--- config.mk ---
export PLATFORM = sky130hd
export DESIGN_NAME = repair_fault_map
export DESIGN_NICKNAME = d
export VERILOG_FILES = /design/src/rtl/repair_fault_map.sv
export SDC_FILE = /design/constraint.sdc
export NUM_CORES = 1
export LEC_CHECK = 0
export ABC_AREA = 1
export CORE_MARGIN = 10
export CORE_UTILIZATION = 50
export DETAILED_ROUTE_END_ITERATION = 10
export GPL_TIMING_DRIVEN = 0
export HOLD_SLACK_MARGIN = 0.03
export PLACE_DENSITY = 0.67
export SYNTH_ARGS = -nofsm -noshare
export SYNTH_HDL_FRONTEND = slang
export SYNTH_SLANG_ARGS = --single-unit
--- constraint.sdc ---
create_clock -name CLK -period 3.3 [get_ports CLK]
set_clock_uncertainty 0.1 [all_clocks]
set_input_delay 0.66 -clock CLK [delete_from_list [all_inputs] [get_ports CLK]]
set_output_delay 0.66 -clock CLK [all_outputs]
set_load 0.02 [all_outputs]
--- src/rtl/repair_fault_map.sv ---
// Captures BIST fault segments into a 25-entry spare map and answers remap lookups.
// Lookup latency 1 cycle, one lookup accepted every cycle (no backpressure); capture visible next cycle.
module repair_fault_map #(
  parameter int ENTRIES      = 25,
  parameter int SEL_W        = 6,
  parameter int ADDR_W       = 10,
  parameter int SPARE_SEL_W  = 5,
  parameter int SPARE_ADDR_W = 7
) (
  input  logic                    CLK,
  input  logic                    RST,
  input  logic                    BIST_EN,
  input  logic                    FAULT_VALID,
  input  logic [SEL_W-1:0]        FAULT_SEL,
  input  logic [ADDR_W-1:0]       FAULT_ADDR,
  input  logic                    LK_VALID,
  input  logic [15:0]             LK_ADDR,
  output logic                    LK_DONE,
  output logic                    LK_HIT,
  output logic [SPARE_SEL_W-1:0]  LK_SPARE_SEL,
  output logic [SPARE_ADDR_W-1:0] LK_SPARE_ADDR,
  output logic [4:0]              FAULT_CNT,
  output logic                    OVERFLOW,
  output logic                    MAP_READY
);

  localparam int KEY_W = SEL_W + ADDR_W - SPARE_ADDR_W;
  localparam logic [4:0] ENTRIES_C = 5'(ENTRIES);

  typedef enum logic [1:0] {
    S_EMPTY   = 2'd0,
    S_CAPTURE = 2'd1,
    S_SEALED  = 2'd2
  } state_t;

  state_t state, state_nxt;

  logic [ENTRIES-1:0] valid_q;
  logic [KEY_W-1:0]   key_q [ENTRIES];

  logic [KEY_W-1:0]       fault_key;
  logic [KEY_W-1:0]       lk_key;
  logic                   clear_tbl;
  logic                   cap_fire;
  logic                   dup;
  logic                   store;
  logic                   lk_match;
  logic [SPARE_SEL_W-1:0] lk_idx;

  assign fault_key = {FAULT_SEL, FAULT_ADDR[ADDR_W-1:SPARE_ADDR_W]};
  assign lk_key    = LK_ADDR[SEL_W+ADDR_W-1:SPARE_ADDR_W];
  assign MAP_READY = (state == S_SEALED);

  always_ff @(posedge CLK or posedge RST) begin
    if (RST) state <= S_EMPTY;
    else     state <= state_nxt;
  end

  always_comb begin
    state_nxt = state;
    clear_tbl = 1'b0;
    case (state)
      S_EMPTY: if (BIST_EN) begin
        state_nxt = S_CAPTURE;
        clear_tbl = 1'b1;
      end
      S_CAPTURE: if (!BIST_EN) state_nxt = S_SEALED;
      S_SEALED: if (BIST_EN) begin
        state_nxt = S_CAPTURE;
        clear_tbl = 1'b1;
      end
      default: state_nxt = S_EMPTY;
    endcase
  end

  // A report arriving on the cycle BIST_EN drops is ignored, as is one in EMPTY/SEALED.
  assign cap_fire = (state == S_CAPTURE) && BIST_EN && FAULT_VALID;

  always_comb begin
    dup = 1'b0;
    for (int i = 0; i < ENTRIES; i++) begin
      if (valid_q[i] && (key_q[i] == fault_key)) dup = 1'b1;
    end
  end

  assign store = cap_fire && !dup && (FAULT_CNT < ENTRIES_C);

  always_ff @(posedge CLK or posedge RST) begin
    if (RST) begin
      valid_q   <= '0;
      FAULT_CNT <= '0;
      OVERFLOW  <= 1'b0;
    end else if (clear_tbl) begin
      valid_q   <= '0;
      FAULT_CNT <= '0;
      OVERFLOW  <= 1'b0;
    end else if (store) begin
      valid_q[FAULT_CNT] <= 1'b1;
      FAULT_CNT          <= FAULT_CNT + 5'd1;
    end else if (cap_fire && !dup) begin
      OVERFLOW <= 1'b1;
    end
  end

  // Keys are qualified by valid_q, so they need no reset.
  always_ff @(posedge CLK) begin
    if (store) key_q[FAULT_CNT] <= fault_key;
  end

  // Scan downward so the lowest matching index is the one left standing.
  always_comb begin
    lk_match = 1'b0;
    lk_idx   = '0;
    for (int i = ENTRIES - 1; i >= 0; i--) begin
      if (valid_q[i] && (key_q[i] == lk_key)) begin
        lk_match = 1'b1;
        lk_idx   = SPARE_SEL_W'(i);
      end
    end
  end

  always_ff @(posedge CLK or posedge RST) begin
    if (RST) begin
      LK_DONE       <= 1'b0;
      LK_HIT        <= 1'b0;
      LK_SPARE_SEL  <= '0;
      LK_SPARE_ADDR <= '0;
    end else begin
      LK_DONE <= LK_VALID;
      if (LK_VALID && lk_match && MAP_READY) begin
        LK_HIT        <= 1'b1;
        LK_SPARE_SEL  <= lk_idx;
        LK_SPARE_ADDR <= LK_ADDR[SPARE_ADDR_W-1:0];
      end else begin
        LK_HIT        <= 1'b0;
        LK_SPARE_SEL  <= '0;
        LK_SPARE_ADDR <= '0;
      end
    end
  end

endmodule

==> Flow_metrics.wiki <==
{| class="wikitable"
! Metric !! Value
|-
| Status || completed
|-
| Rel. slew slack || 37.5%
|-
| Number of global-route vias before repair || 13.8k
|-
| Required time worst endpoint || 3560 ps
|-
| Element type at the critical path start || input port
|-
| Global routing usage summed across all routing layers || 32.5%
|-
| Global placer's final weighted congestion || 0.977
|-
| Count of final setup violators || 0
|-
| Final routed wire length divided by cell count || 29.3 um
|-
| Count of final hold-check violations || 0
|-
| Highest clock rate || 0.303 GHz
|-
| Boundary Pins || 58
|-
| DIE AREA || 0.0391 mm^2
|-
| Sum of net half-perimeters after detailed placement || 40.9 mm
|-
| Post-route cell area || 0.0187 mm^2
|-
| Final Critical Period || 3300 ps
|-
| Highest-delay cell along the critical path || a221oi_1
|-
| Filler Cell Count || 2504
|-
| Number of register bits inferred by synthesis || 272
|-
| Type of destination of the critical path || flip-flop
|-
| Routed vias || 14.4k
|-
| Placement Cell Area || 0.0167 mm^2
|-
| Die extent in x || 198 um
|-
| Distinct cell type count of the synthesized netlist || 59
|-
| First-pass detailed-route iteration total || 6
|-
| Total nets after synthesis || 1706
|-
| Total standard cell area after synthesis || 0.0158 mm^2
|-
| Number of enable flip-flop cells after synthesis || 225
|-
| Leakage power || 7.20 nW
|-
| Root cell of the clock tree || clkbuf_16
|-
| Nets || 1807
|-
| Number of input and output port buffers inserted || 44
|-
| Startpoint-to-endpoint class of the critical path || in2reg
|-
| Proportion of register bits with asynchronous set or reset after synthesis || 17.3%
|-
| Warnings, synthesis || 0
|-
| Destination of the worst register-to-register timing path || valid_q[2]$_DFFE_PP0P_
|-
| Reg2reg setup slack || 300 ps
|-
| Power density over the cells || 462 mW/mm^2
|-
| Worst-path cell chain || buf_8 -> inv_2 -> clkbuf_4 -> a221oi_1 -> nand3_1 -> nor4_2 -> nor2_1 -> o311ai_1 -> nor2_1 -> and2_4 -> buf_6 -> nand3_4 -> buf_12 -> nor2_4 -> buf_12 -> nor2_1 -> nor2_1
|-
| Min setup slack post-route || 3.84 ps
|-
| Clock transition at the registers of the reported paths || 60 ps
|-
| Placement Setup Slack || -1690 ps
|-
| Delay contributed by the slowest stage of the critical path || 330 ps
|-
| Fin. max-slew vios || 0
|-
| Placement Rows || 64
|-
| Share of synthesized area occupied by flip-flops and latches || 50.3%
|-
| Starting density of the core || 51.2%
|-
| Number of buffers created by CTS || 34
|-
| Cell count after synthesis || 1665
|-
| Total area of multi-input combinational cells || 0.00678 mm^2
|-
| Worst setup path startpoint || FAULT_SEL[3]
|-
| Clock sink count || 272
|-
| Max-Cap Viols || 0
|-
| Post-route DRC violation count || 0
|-
| Residual overflow from global routing || 0
|-
| Final core area utilization || 60.7%
|-
| Min Hold Slack || 351 ps
|-
| TritonCTS clock tree || done
|-
| FF+latch area || 0.00793 mm^2
|-
| Worst reg2reg startpoint || key_q[6][5]$_DFFE_PP_
|-
| Detailed router's first-iteration violation count || 2426
|-
| Mean number of vias per cell || 6.60
|-
| Vert. Die Dim || 198 um
|-
| Final cycle utilization of the critical path || 99.9%
|-
| Most frequently used flop master after synthesis || edfxtp_1
|-
| Final Routed Wirelength || 64.1 mm
|-
| Worst R2R Path Depth || 18
|-
| Post-Synthesis Mean Instance Area || 9.47 um^2
|-
| Area of the core region || 0.0308 mm^2
|-
| Maximum fanout along the worst path || 27
|-
| Critical path data arrival time || 3560 ps
|-
| Latest clock arrival within the worst-skew pair || 520 ps
|-
| Signed area change from the synthesized netlist to the final layout || 18.6%
|-
| Dominant cell type by count on the critical path || nor2_1
|-
| Share of cells above drive strength 1 || 13.1%
|-
| H-tree depth reported by CTS || 2
|-
| Buffer depth of the longest clock path || 3
|-
| Initial antenna violation count || 1
|-
| Largest voltage drop on the vdd net || 0.462 mV
|-
| Maximum number of pins on one net before global-route repair || 29
|-
| Destination of the critical timing path || valid_q[2]$_DFFE_PP0P_
|-
| Class of the tightest hold or removal check || reg2reg
|-
| Remaining antenna violation count after routing || 0
|-
| Measured slew at the worst slew-check pin || 934 ps
|-
| Global-route wire length before repair || 91.8 mm
|}
==> registers in the layout, indices dropped and copies added, names as in the netlist <==
| signal | flops |
|---|---|
| LK_SPARE_ADDR | 7 |
| state | 2 |
| LK_SPARE_SEL | 5 |
| LK_DONE | 1 |
| OVERFLOW | 1 |
| valid_q | 25 |
| key_q | 225 |
| FAULT_CNT | 5 |
| LK_HIT | 1 |
==> worst min-delay path by stage <==
stage | from | slack, ps | to | cells past startpoint
after global placement | state[1]$_DFFE_PP0P_ | 340 | state[0]$_DFFE_PP0P_ | 1
after global routing | state[1]$_DFFE_PP0P_ | 380 | state[0]$_DFFE_PP0P_ | 1
after detailed placement | state[1]$_DFFE_PP0P_ | 340 | state[0]$_DFFE_PP0P_ | 1
final | state[1]$_DFFE_PP0P_ | 350 | state[0]$_DFFE_PP0P_ | 1
after floorplan | state[1]$_DFFE_PP0P_ | 320 | state[0]$_DFFE_PP0P_ | 1
after CTS | state[1]$_DFFE_PP0P_ | 350 | state[0]$_DFFE_PP0P_ | 1
==> routing by layer <==
metal	GRT usage (%)	vias to the layer above	wire, um
met2	47.5	1197	26500
met4	20.3	0	4860
met3	9.59	318	9100
met1	41.5	6802	23600
li1	-	6115	-
met5	0	-	0
==> layout by cell type, fill, tap and decap left out, types with 15 or more instances in the layout <==
cell,instances
a21oi_1,50
a221oi_1,44
buf_12,18
buf_2,15
buf_4,28
buf_6,23
clkbuf_16,37
clkdlybuf4s50_1,32
dfrtp_1,47
edfxtp_1,225
inv_1,189
nand2_1,222
nand3_1,65
nand4_1,50
nor2_1,153
nor2_4,27
nor3_1,29
nor4_1,40
o2111ai_1,18
o21ai_0,59
o22ai_1,85
xnor2_1,54
xor2_1,126
==> critical path, delay by kind of cell <==
kind	cells	cell delay (ps)
buffers and inverters	6	1280
and+or+nand+nor	9	1130
AOI/OAI and AO/OA	2	460
==> stage by stage <==
stage	std cells	TNS [ps]	power, W
after CTS	2187	0	0.00857
after floorplan	1665	0	0.00427
after global routing	2187	-198	0.00878
after global placement	2105	-723110	0.00466
after detailed placement	2106	-398160	0.00466
final	2188	0	0.00864
==> Yosys cell counts (44+ instances only) <==
| library cell | n | area [um^2] |
|---|---|---|
| nand2_1 | 222 | 833 |
| dfrtp_1 | 47 | 1180 |
| edfxtp_1 | 225 | 6760 |
| o22ai_1 | 85 | 532 |
| nor4_1 | 46 | 288 |
| nor2_1 | 170 | 638 |
| a221oi_1 | 44 | 385 |
| nand4_1 | 50 | 313 |
| xnor2_1 | 54 | 473 |
| inv_1 | 192 | 721 |
| xor2_1 | 126 | 1100 |
| a21oi_1 | 50 | 250 |
| nand3_1 | 65 | 325 |
| o21ai_0 | 59 | 295 |
==> kinds of logic after synthesis <==
group	Yosys count	synth area share, %
xor gates and xnor gates	180	9.99
and+or+nand+nor	625	18.3
buffers and inverters	289	8.69
adders and majority gates	4	0.317
AOI/OAI and AO/OA	295	12.4
DFF	272	50.3
==> report_power, final <==
group | total (W) | switching, W | leakage, nW | internal (W)
clock | 0.00396 | 0.00149 | 0.587 | 0.00247
sequential | 0.00375 | 0.0000135 | 2.67 | 0.00374
combinational | 0.000934 | 0.000665 | 3.94 | 0.000268
total | 0.00864 | 0.00217 | 7.20 | 0.00648
==> layout make-up <==
type                       instances  share of cell area [%]
buffer                            80                    3.68
tap                              396                    2.65
clock inverter                    12                   0.910
timing repair buffer              63                    4.41
clock buffer                      49                    5.46
multi-input combinational       1109                    36.2
sequential                       272                    42.4
antenna                            1                  0.0134
inverter                         206                    4.23
==> timing repair <==
action | 4_1_cts | 5_1_grt
cloned | 3 | 2
resized for setup | 103 | 35
setup endpoints to repair | 268 | 248
hold buffers | 0 | 0
pin swaps | 14 | 6
setup buffers | 17 | 1
Power figures use the tool's default switching activity.
